<file path="config.mk">
export PLATFORM = sky130hd
export DESIGN_NAME = alu_issue
export DESIGN_NICKNAME = d
export VERILOG_FILES = /design/src/rtl/alu_issue.sv
export SDC_FILE = /design/constraint.sdc
export NUM_CORES = 1
export LEC_CHECK = 0
export CAP_MARGIN = 20
export CORE_MARGIN = 3
export CORE_UTILIZATION = 35
export DETAILED_ROUTE_END_ITERATION = 8
export GPL_TIMING_DRIVEN = 0
export PLACE_DENSITY = 0.8
export SYNTH_ARGS = -nofsm -noshare
export SYNTH_HDL_FRONTEND = slang
export SYNTH_SLANG_ARGS = --single-unit
</file>
<file path="constraint.sdc">
create_clock -name clk -period 1.4 [get_ports clk]
set_input_delay 0.42 -clock clk [delete_from_list [all_inputs] [get_ports clk]]
set_output_delay 0.42 -clock clk [all_outputs]
set_load 0.02 [all_outputs]
</file>
<file path="src/rtl/alu_issue.sv">
// Command sequencer that drives a combinational ALU from registers, chains the
// result back into operand B for repeated passes, and returns the final result and flags.
module alu_issue #(
    parameter int WIDTH = 32,
    parameter int REP_W = 4
) (
    input  logic             clk,
    input  logic             rst_n,
    input  logic             cmd_valid,
    output logic             cmd_ready,
    input  logic [2:0]       cmd_op,
    input  logic [WIDTH-1:0] cmd_a,
    input  logic [WIDTH-1:0] cmd_b,
    input  logic [REP_W-1:0] cmd_rep,
    output logic [2:0]       alu_select,
    output logic [WIDTH-1:0] alu_a,
    output logic [WIDTH-1:0] alu_b,
    input  logic [WIDTH-1:0] alu_out,
    input  logic             alu_z,
    input  logic             alu_n,
    output logic             rsp_valid,
    input  logic             rsp_ready,
    output logic [WIDTH-1:0] rsp_data,
    output logic             rsp_z,
    output logic             rsp_n,
    output logic             flag_z,
    output logic             flag_n,
    output logic             busy
);

    typedef enum logic [1:0] {IDLE, EXEC, RESP} state_t;

    state_t           state_q;
    logic [2:0]       op_q;
    logic [WIDTH-1:0] a_q;
    logic [WIDTH-1:0] acc_q;
    logic [REP_W-1:0] rem_q;
    logic             rsp_valid_q;
    logic [WIDTH-1:0] rsp_data_q;
    logic             rsp_z_q;
    logic             rsp_n_q;
    logic             flag_z_q;
    logic             flag_n_q;
    logic             busy_q;

    // Acceptance is gated by reset so nothing is taken while the block is held in reset.
    assign cmd_ready  = rst_n && (state_q == IDLE);

    assign alu_select = op_q;
    assign alu_a      = a_q;
    assign alu_b      = acc_q;
    assign rsp_valid  = rsp_valid_q;
    assign rsp_data   = rsp_data_q;
    assign rsp_z      = rsp_z_q;
    assign rsp_n      = rsp_n_q;
    assign flag_z     = flag_z_q;
    assign flag_n     = flag_n_q;
    assign busy       = busy_q;

    always_ff @(posedge clk) begin
        if (!rst_n) begin
            state_q     <= IDLE;
            op_q        <= '0;
            a_q         <= '0;
            acc_q       <= '0;
            rem_q       <= '0;
            rsp_valid_q <= 1'b0;
            rsp_data_q  <= '0;
            rsp_z_q     <= 1'b0;
            rsp_n_q     <= 1'b0;
            flag_z_q    <= 1'b0;
            flag_n_q    <= 1'b0;
            busy_q      <= 1'b0;
        end else begin
            case (state_q)
                IDLE: begin
                    if (cmd_valid) begin
                        op_q    <= cmd_op;
                        a_q     <= cmd_a;
                        acc_q   <= cmd_b;
                        rem_q   <= cmd_rep;
                        busy_q  <= 1'b1;
                        state_q <= EXEC;
                    end
                end
                EXEC: begin
                    // Each pass feeds the ALU result back in as the next operand B.
                    acc_q <= alu_out;
                    if (rem_q == '0) begin
                        rsp_data_q  <= alu_out;
                        rsp_z_q     <= alu_z;
                        rsp_n_q     <= alu_n;
                        flag_z_q    <= alu_z;
                        flag_n_q    <= alu_n;
                        rsp_valid_q <= 1'b1;
                        state_q     <= RESP;
                    end else begin
                        rem_q <= rem_q - REP_W'(1);
                    end
                end
                RESP: begin
                    if (rsp_ready) begin
                        rsp_valid_q <= 1'b0;
                        busy_q      <= 1'b0;
                        state_q     <= IDLE;
                    end
                end
                default: state_q <= IDLE;
            endcase
        end
    end

endmodule

</file>
======== Word-level counts from Yosys, hierarchy flattened ========
Index checks and enable logic that the tools add are counted.
storage, ports and cells
  bits in registers ....................... 109
  latch bits .............................. 0
  bits in writable memories ............... 0
  memory bits (read-only) ................. 0
  output and inout bits ................... 106
  word-level logic and storage cells ...... 44
  memories kept ........................... 0
cells by class
  add/subtract/negate cells ............... 1
  $mul .................................... 0
  div/mod/pow operators ................... 0
  $lt $le $gt $ge ......................... 0
  equal/unequal tests ..................... 6
  shift operators ......................... 0
  muxes and demuxes ....................... 14
  bitwise logic cells ..................... 0
  reductions and logical operators ........ 13
operator list
  cell                                              number
  case mux 32 bit (2 select lines)                  1
  two-way mux 32 bit                                1
  AND reduction 3 bit                               4
  two-way mux 4 bit                                 2
  inequality test 2 bit, second input constant      4
  case mux 4 bit (2 select lines)                   1
  two-way mux 2 bit                                 3
  case mux 2 bit (3 select lines)                   1
  AND reduction 2 bit                               3
  nonzero test 2 bit                                3
  zero test 4 bit                                   1
  case mux 1 bit (2 select lines)                   2
  subtractor 4 x 1 -> 4 bit, second input constant  1
  two-way mux 1 bit                                 3
  == test 2 x 1 -> 1 bit, second input constant     1
  == test 2 bit, second input constant              1
  zero test 2 bit                                   1
  logical AND 1 bit                                 1

======== Depth between registers and ports, before layout ========
Gate-level depths: netlist (run 1).
  depth in word-level cells ............... 3
  mapped depth ............................ 7
  mapped depth without buffers ............ 6

======== Least setup slack after synthesis (run 1) ========
OpenSTA, ideal clock, no wires.
  path type ............................... input to output
  from .................................... input port rst_n
  to ...................................... output port cmd_ready
  arrival time ............................ 1.113 ns
  data required time ...................... 0.980 ns
  path slack .............................. -0.133 ns
  cell stages on the path ................. 3
  path buffers ............................ 1
  cells stage by stage .................... inv_2 -> clkbuf_1 -> nor3_1
between the ends
  word-level cells in the longest chain between the ends .. 1
RTL lines
  item                RTL line  source
  start: declaration  8         input logic rst_n,
  logical AND 1 bit   47        assign cmd_ready = rst_n && (state_q == IDLE);
  end: declaration    10        output logic cmd_ready,
No other way between the ends.

======== Final worst setup path (run 1) ========
  from .................................... register state_q[1]
  to ...................................... output port cmd_ready
between the ends
  word-level cells in the longest chain between the ends .. 2
RTL lines
  item                      RTL line  source
  start: declaration        33        state_t state_q;
  start signal: assignment  62        state_q <= IDLE;
  start signal: assignment  83        state_q <= EXEC;
  start signal: assignment  96        state_q <= RESP;
  zero test 2 bit           47
  logical AND 1 bit         47
No other way between the ends.

==> flow_metrics.env, run 1 <==
export IMPL_ff2ff_setup_slack_ns=-0.07
export IMPL_p_switching_mw=3.67
export IMPL_track_usage=0.228
export IMPL_drtAntennaViolNets=0
export IMPL_startpoint_type="flop"
export IMPL_finalCritPeriodShare=1.07
export IMPL_hp_class="primary input to flop"
export IMPL_min_period_ns=1.50
export IMPL_synth_fp_nets=606
export IMPL_antennaDiodeCount=0
export IMPL_r2r_cells=8
export IMPL_ios=215
export IMPL_yosys_area_top_type="dfxtp_1"
export IMPL_drc=0
export IMPL_rsz0062_at_grt="yes"
export IMPL_final_layout_size_suffix_gt1_frac=0.410
export IMPL_end_kind="output port"
export IMPL_clock_path_buffers=2
export IMPL_layout_setup_ws_ns=-0.103
export IMPL_yosysSeqAreaShare=0.539
export IMPL_maxSlewViolCount=0
export IMPL_p_leak_nw=3.09
export IMPL_syn_avg_cell_area_um2=8.16
export IMPL_fin_skew_ns=0.00766
export IMPL_dp_hpwl_um=10600
export IMPL_grt_pass1_vias=4654
export IMPL_die_area_um2=12900
export IMPL_worstSetupPathType="flop to output port"
export IMPL_power_frac_comb=0.380
export IMPL_min_path_cells=2
export IMPL_violations="negative setup slack"
export IMPL_rows=38
export IMPL_dpl_cell_area_um2=6370
export IMPL_hold_viol=0
export IMPL_crit_required_ns=0.98
export IMPL_stdcell_area_um2=7520
export IMPL_grt_max_degree=17
export IMPL_yosys_warnings=0
export IMPL_cts_sinks=109
export IMPL_clkPwrFrac=0.275
export IMPL_overflow=0
export IMPL_areaGrowthSynthToFinish_pct=86.0
export IMPL_dpl_worst_slack_ns=-1.36
export IMPL_yosysTopAreaCellShare=0.539
export IMPL_cts_tree="yes"
export IMPL_regToRegStartpoint="rem_q[0]$_SDFFE_PN0P_"
export IMPL_vias=4556
export IMPL_hold_end="busy$_SDFFE_PN0P_"
export IMPL_cap_viol_max_count=0
export IMPL_syn_cell_area_um2=4050
export IMPL_port_buffers=214
export IMPL_slew_headroom=0.480
export IMPL_ys_top_cells_by_area="dfxtp_1 (54%), nand2_1 (16%), a21oi_1 (13%)"
export IMPL_num_nets_final=855
export IMPL_timing_rr_end="rsp_data[4]$_SDFFE_PN0P_"
export IMPL_worst_pin_slew_ns=0.780
export IMPL_grt_pass1_wl_um=23200
export IMPL_cp_data_arrival_time_ns=1.08
export IMPL_via_per_inst=5.13
export IMPL_synth_distinct_cells=28
export IMPL_drtIter0Drc=214
export IMPL_drt_pass1_iter_count=4
export IMPL_placeableCoreArea_um2=11100
export IMPL_synth_seq_cells=109
export IMPL_switching_share=0.333
export IMPL_antenna_found_initial=0
export IMPL_p_seq_frac=0.345
export IMPL_cts_root_buffer="clkbuf_16"
export IMPL_run_status="finished, violations left"
export IMPL_power_density_nw_per_um2=1470
export IMPL_worstPathMaxFanout=5
export IMPL_cts_buffers=9
export IMPL_dieHeight_um=114
export IMPL_initial_core_util=0.365
export IMPL_cts_hold_buf=0
export IMPL_internal_power_mw=7.35
export IMPL_routed_wl_um=16100
export IMPL_h_tree_depth=3
export IMPL_gp_congestion=0.791
export IMPL_finalSetupViolCount=93
export IMPL_clkTransAtPathRegs_ns=0.07
export IMPL_clock_latency_ns=0.35
export IMPL_fp_dieW_um=114
export IMPL_fmax_mhz=665
export IMPL_wl_per_cell_um=18.1
export IMPL_syn_inst=496
export IMPL_ir_drop_uv=795
export IMPL_holdCritStartpoint="rst_n"
[cell usage after synthesis]
master	count
nand2_1	174
dfxtp_1	109
a21oi_1	105
a22oi_1	32
clkbuf_1	19
buf_2	17
nor2_1	5
o21ai_0	5
inv_1	4
buf_4	3
nor2b_1	3
mux2i_1	2
nand3_1	2
nor3_1	2
a211o_1	1
a211oi_1	1
a31o_2	1
and2_1	1
ha_1	1
inv_2	1
nand3b_2	1
nor2_2	1
nor3b_4	1
nor4_4	1
o21a_1	1
o311a_1	1
o32ai_2	1
xnor2_1	1
[layer usage]
metal,vias to the layer above,part of all wire,GRT usage
li1,2162,-,-
met1,2170,0.39,0.257
met2,192,0.51,0.402
met3,32,0.076,0.0615
met4,0,0.026,0.104
met5,-,0,0
[power by group through the flow]
stage,combinational [mW],clock [mW],sequential [mW]
5_1_grt,4.44,3.19,3.85
3_3_place_gp,3.11,0,3.79
4_1_cts,3.75,3.07,3.77
6_report,4.19,3.04,3.80
2_1_floorplan,1.23,0,4.26
3_5_place_dp,3.19,0,3.82
[critical path, stage by stage, from the launching register on]
cell and delay (ns):
dfxtp_2 0.33, buf_8 0.14, nor3_4 0.13, buf_6 0.14
[final cells by class]
| type | count | area [um^2] |
|---|---|---|
| flip-flops and latches | 109 | 2190 |
| clock buffers | 9 | 225 |
| inverters | 5 | 21.3 |
| multi-input cells | 343 | 2260 |
| clock inverters | 5 | 125 |
| plain buffers | 36 | 372 |
| fillers | 883 | 3550 |
| well taps | 140 | 175 |
| repair buffers | 241 | 2150 |
[how the worst max path moves through the flow]
stage,slack (ns),end,depth (start not counted),from
final,-0.10,cmd_ready,3,state_q[1]$_SDFFE_PN0P_
after global routing,-0.15,rem_q[1]$_SDFFE_PN0P_,6,state_q[1]$_SDFFE_PN0P_
after CTS,-0.13,cmd_ready,3,state_q[0]$_SDFFE_PN0P_
after detailed placement,-1.36,cmd_ready,5,rst_n
after global placement,-1.33,cmd_ready,5,rst_n
after floorplan,0.0007,alu_b[18]$_SDFFE_PN0P_,7,state_q[0]$_SDFFE_PN0P_
[stage by stage]
step	instances	hold slack, ns	setup TNS, ns	utilization	power, mW
after detailed placement	850	0.447	-79.83	0.575	7.01
final	888	0.347	-2.63	0.679	11.0
after CTS	881	0.336	-2.59	0.664	10.6
after floorplan	496	0.445	0	-	5.49
after global routing	888	0.349	-9.46	0.679	11.5
after global placement	850	0.441	-75.96	0.575	6.91
[state kept, by name, summed over array words and instances, names as in the netlist]
name and flops:
alu_a 32, alu_b 32, rsp_data 32, rem_q 4, alu_select 3, state_q 2
busy 1, flag_n 1, flag_z 1, rsp_valid 1
[repair_timing]
action,in CTS,in global routing
setup endpoints to repair,214,168
setup buffers,16,5
resized for setup,425,206
endpoints found under the hold margin,0,0
cloned,3,4
pin swaps,10,70
[logic make-up after synthesis]
kind of cell    after synthesis  synth area share
fa+ha+maj                     1           0.00309
buf+inv                      44            0.0489
xor+xnor                      1           0.00217
mux                           2           0.00495
simple gates                191             0.191
flops                       109             0.539
compound gates              148             0.210
[placed cells by master, fill, tap and decap left out, types with 18 or more instances in the layout]
cell type,count
a22oi_2,24
clkdlybuf4s15_2,35
buf_4,18
nand2_4,26
buf_2,65
dfxtp_1,103
a21oi_1,55
nand2_1,138
clkdlybuf4s50_1,106
a21oi_2,50
(Power assumes the default switching activity.)
==> run 2: changes to the inputs <==
--- a/config.mk
+++ b/config.mk
@@ -10,7 +10,7 @@
 export CORE_UTILIZATION = 35
 export DETAILED_ROUTE_END_ITERATION = 8
 export GPL_TIMING_DRIVEN = 0
-export PLACE_DENSITY = 0.8
+export PLACE_DENSITY_LB_ADDON = 0.08
 export SYNTH_ARGS = -nofsm -noshare
 export SYNTH_HDL_FRONTEND = slang
 export SYNTH_SLANG_ARGS = --single-unit
==> run 2 against run 1 <==
The flow still finishes with violations (negative setup slack); power fell by 1.7%; clock-buffer cell count rose by 3; hold slack got worse by 0.017 ns; sequential cell count stayed put; combinational power up 1%; critical path type is now flop to flop; highest routed layer unchanged.
==> flow_metrics.env, run 2 (same netlist as run 1, synthesis figures left out) <==
export IMPL_wl_per_cell_um=17.0
export IMPL_cap_viol_max_count=0
export IMPL_rows=38
export IMPL_power_frac_comb=0.391
export IMPL_p_seq_frac=0.353
export IMPL_final_layout_size_suffix_gt1_frac=0.401
export IMPL_clock_path_buffers=2
export IMPL_vias=4468
export IMPL_end_kind="flop"
export IMPL_cts_hold_buf=0
export IMPL_grt_pass1_vias=4527
export IMPL_antenna_found_initial=0
export IMPL_p_switching_mw=3.64
export IMPL_maxUsedRoutingLayer="met4"
export IMPL_cts_sinks=109
export IMPL_worstPathMaxFanout=5
export IMPL_hp_class="primary input to flop"
export IMPL_die_area_um2=12900
export IMPL_via_per_inst=5.00
export IMPL_port_buffers=214
export IMPL_worstSetupPathType="flop to flop"
export IMPL_drtAntennaViolNets=0
export IMPL_clkPwrFrac=0.257
export IMPL_finalPower_mw=10.8
export IMPL_worst_pin_slew_ns=0.727
export IMPL_slew_headroom=0.515
export IMPL_run_status="finished, violations left"
export IMPL_cp_data_arrival_time_ns=1.82
export IMPL_p_leak_nw=3.07
export IMPL_fin_skew_ns=0.00479
export IMPL_violations="negative setup slack"
export IMPL_wl_met3_um=1110
export IMPL_whs_ns=0.330
export IMPL_drc=0
export IMPL_rsz0062_at_grt="yes"
export IMPL_h_tree_depth=3
export IMPL_ios=215
export IMPL_crit_required_ns=1.67
export IMPL_overflow=0
export IMPL_finalSetupViolCount=54
export IMPL_finalCritPeriodShare=1.11
export IMPL_startpoint_type="flop"
export IMPL_placeableCoreArea_um2=11100
export IMPL_dieHeight_um=114
export IMPL_wl_met1_um=5920
export IMPL_cts_root_buffer="clkbuf_16"
export IMPL_ir_drop_uv=962
export IMPL_grt_pass1_wl_um=22800
export IMPL_dp_hpwl_um=10300
export IMPL_wl_met2_um=7770
export IMPL_grt_max_degree=17
export IMPL_r2r_cells=8
export IMPL_ff2ff_setup_slack_ns=-0.15
export IMPL_clock_latency_ns=0.34
export IMPL_num_nets_final=859
export IMPL_fp_dieW_um=114
export IMPL_drt_pass1_iter_count=4
export IMPL_drtIter0Drc=159
export IMPL_cts_buffers=9
export IMPL_track_usage=0.222
export IMPL_min_path_cells=2
export IMPL_areaGrowthSynthToFinish_pct=86.3
export IMPL_most_common_layout_cells="nand2_1 (135), clkdlybuf4s50_1 (106), dfxtp_1 (103)"
export IMPL_layout_setup_ws_ns=-0.153
export IMPL_mostFrequentLayoutCell="nand2_1"
export IMPL_clkTransAtPathRegs_ns=0.07
export IMPL_antennaDiodeCount=0
export IMPL_switching_share=0.336
export IMPL_maxSlewViolCount=0
export IMPL_min_period_ns=1.55
export IMPL_power_density_nw_per_um2=1440
export IMPL_internal_power_mw=7.20
export IMPL_gp_congestion=0.797
export IMPL_initial_core_util=0.365
export IMPL_routed_wl_um=15200
export IMPL_hold_viol=0
export IMPL_fmax_mhz=644
export IMPL_cts_tree="yes"
==> run 2: changes by cell type in the layout (fill, tap and decap cells not counted), sizes merged <==
cell	before	now
clkbuf	33	32
clkdlybuf4s15	35	43
bufinv	4	2
clkinv	1	2
nor2	6	7
dlygate4sd2	1	0
==> run 2: metrics by stage <==
step / util / std cells / TNS, ns / area (um^2) / setup WS [ns]
3_5_place_dp: 0.575 / 850 / -74.81 / 6370 / -1.25
3_3_place_gp: 0.575 / 850 / -74.59 / 6370 / -1.24
6_report: 0.680 / 894 / -4.35 / 7540 / -0.153
2_1_floorplan: - / 496 / 0 / 4060 / 0.000744
4_1_cts: 0.664 / 889 / -0.907 / 7360 / -0.0833
5_1_grt: 0.680 / 894 / -8.00 / 7540 / -0.218
==> run 2: metal layers <==
layer  GRT usage  vias up
met5           0        -
met4      0.0745        0
met3      0.0700       29
met2       0.394      149
met1       0.253     2118
li1            -     2172
==> run 2: power by group through the flow <==
stage	Sequential [mW]	Clock, mW	Combinational, mW
floorplan	4.26	0	1.23
global placement	3.79	0	3.13
detailed placement	3.81	0	3.19
CTS	3.78	2.85	3.78
global route	3.88	2.95	4.53
finish	3.82	2.79	4.23
==> run 2: critical path: stages (launching register included) <==
cell	delay (ns)
dfxtp_2	0.32
inv_2	0.07
ha_4	0.16
nand2_4	0.07
nor4_4	0.30
buf_6	0.20
buf_8	0.16
nand2_4	0.06
a21oi_2	0.14
==> run 2: final cells by class <==
class | count | area [um^2]
Fill cell | 936 | 3540
Tap cell | 140 | 175
Sequential cell | 109 | 2190
Buffer | 37 | 393
Multi-Input combinational cell | 344 | 2220
Clock buffer | 12 | 256
Timing Repair Buffer | 243 | 2200
Inverter | 5 | 23.8
Clock inverter | 4 | 70.1
==> run 2: what timing repair did <==
item,in CTS,in global routing
setup endpoints to repair,214,161
cloned,7,2
pin swaps,35,63
resized for setup,442,191
buffers inserted,17,5
==> run 2: path summary, 6_finish.rpt <==
kind	from	to
setup / recovery	rem_q[0]$_SDFFE_PN0P_	rsp_data[14]$_SDFFE_PN0P_
hold / removal	rst_n	busy$_SDFFE_PN0P_
setup reg to reg	rem_q[0]$_SDFFE_PN0P_	rsp_data[14]$_SDFFE_PN0P_
hold reg to reg	alu_b[22]$_SDFFE_PN0P_	alu_b[22]$_SDFFE_PN0P_
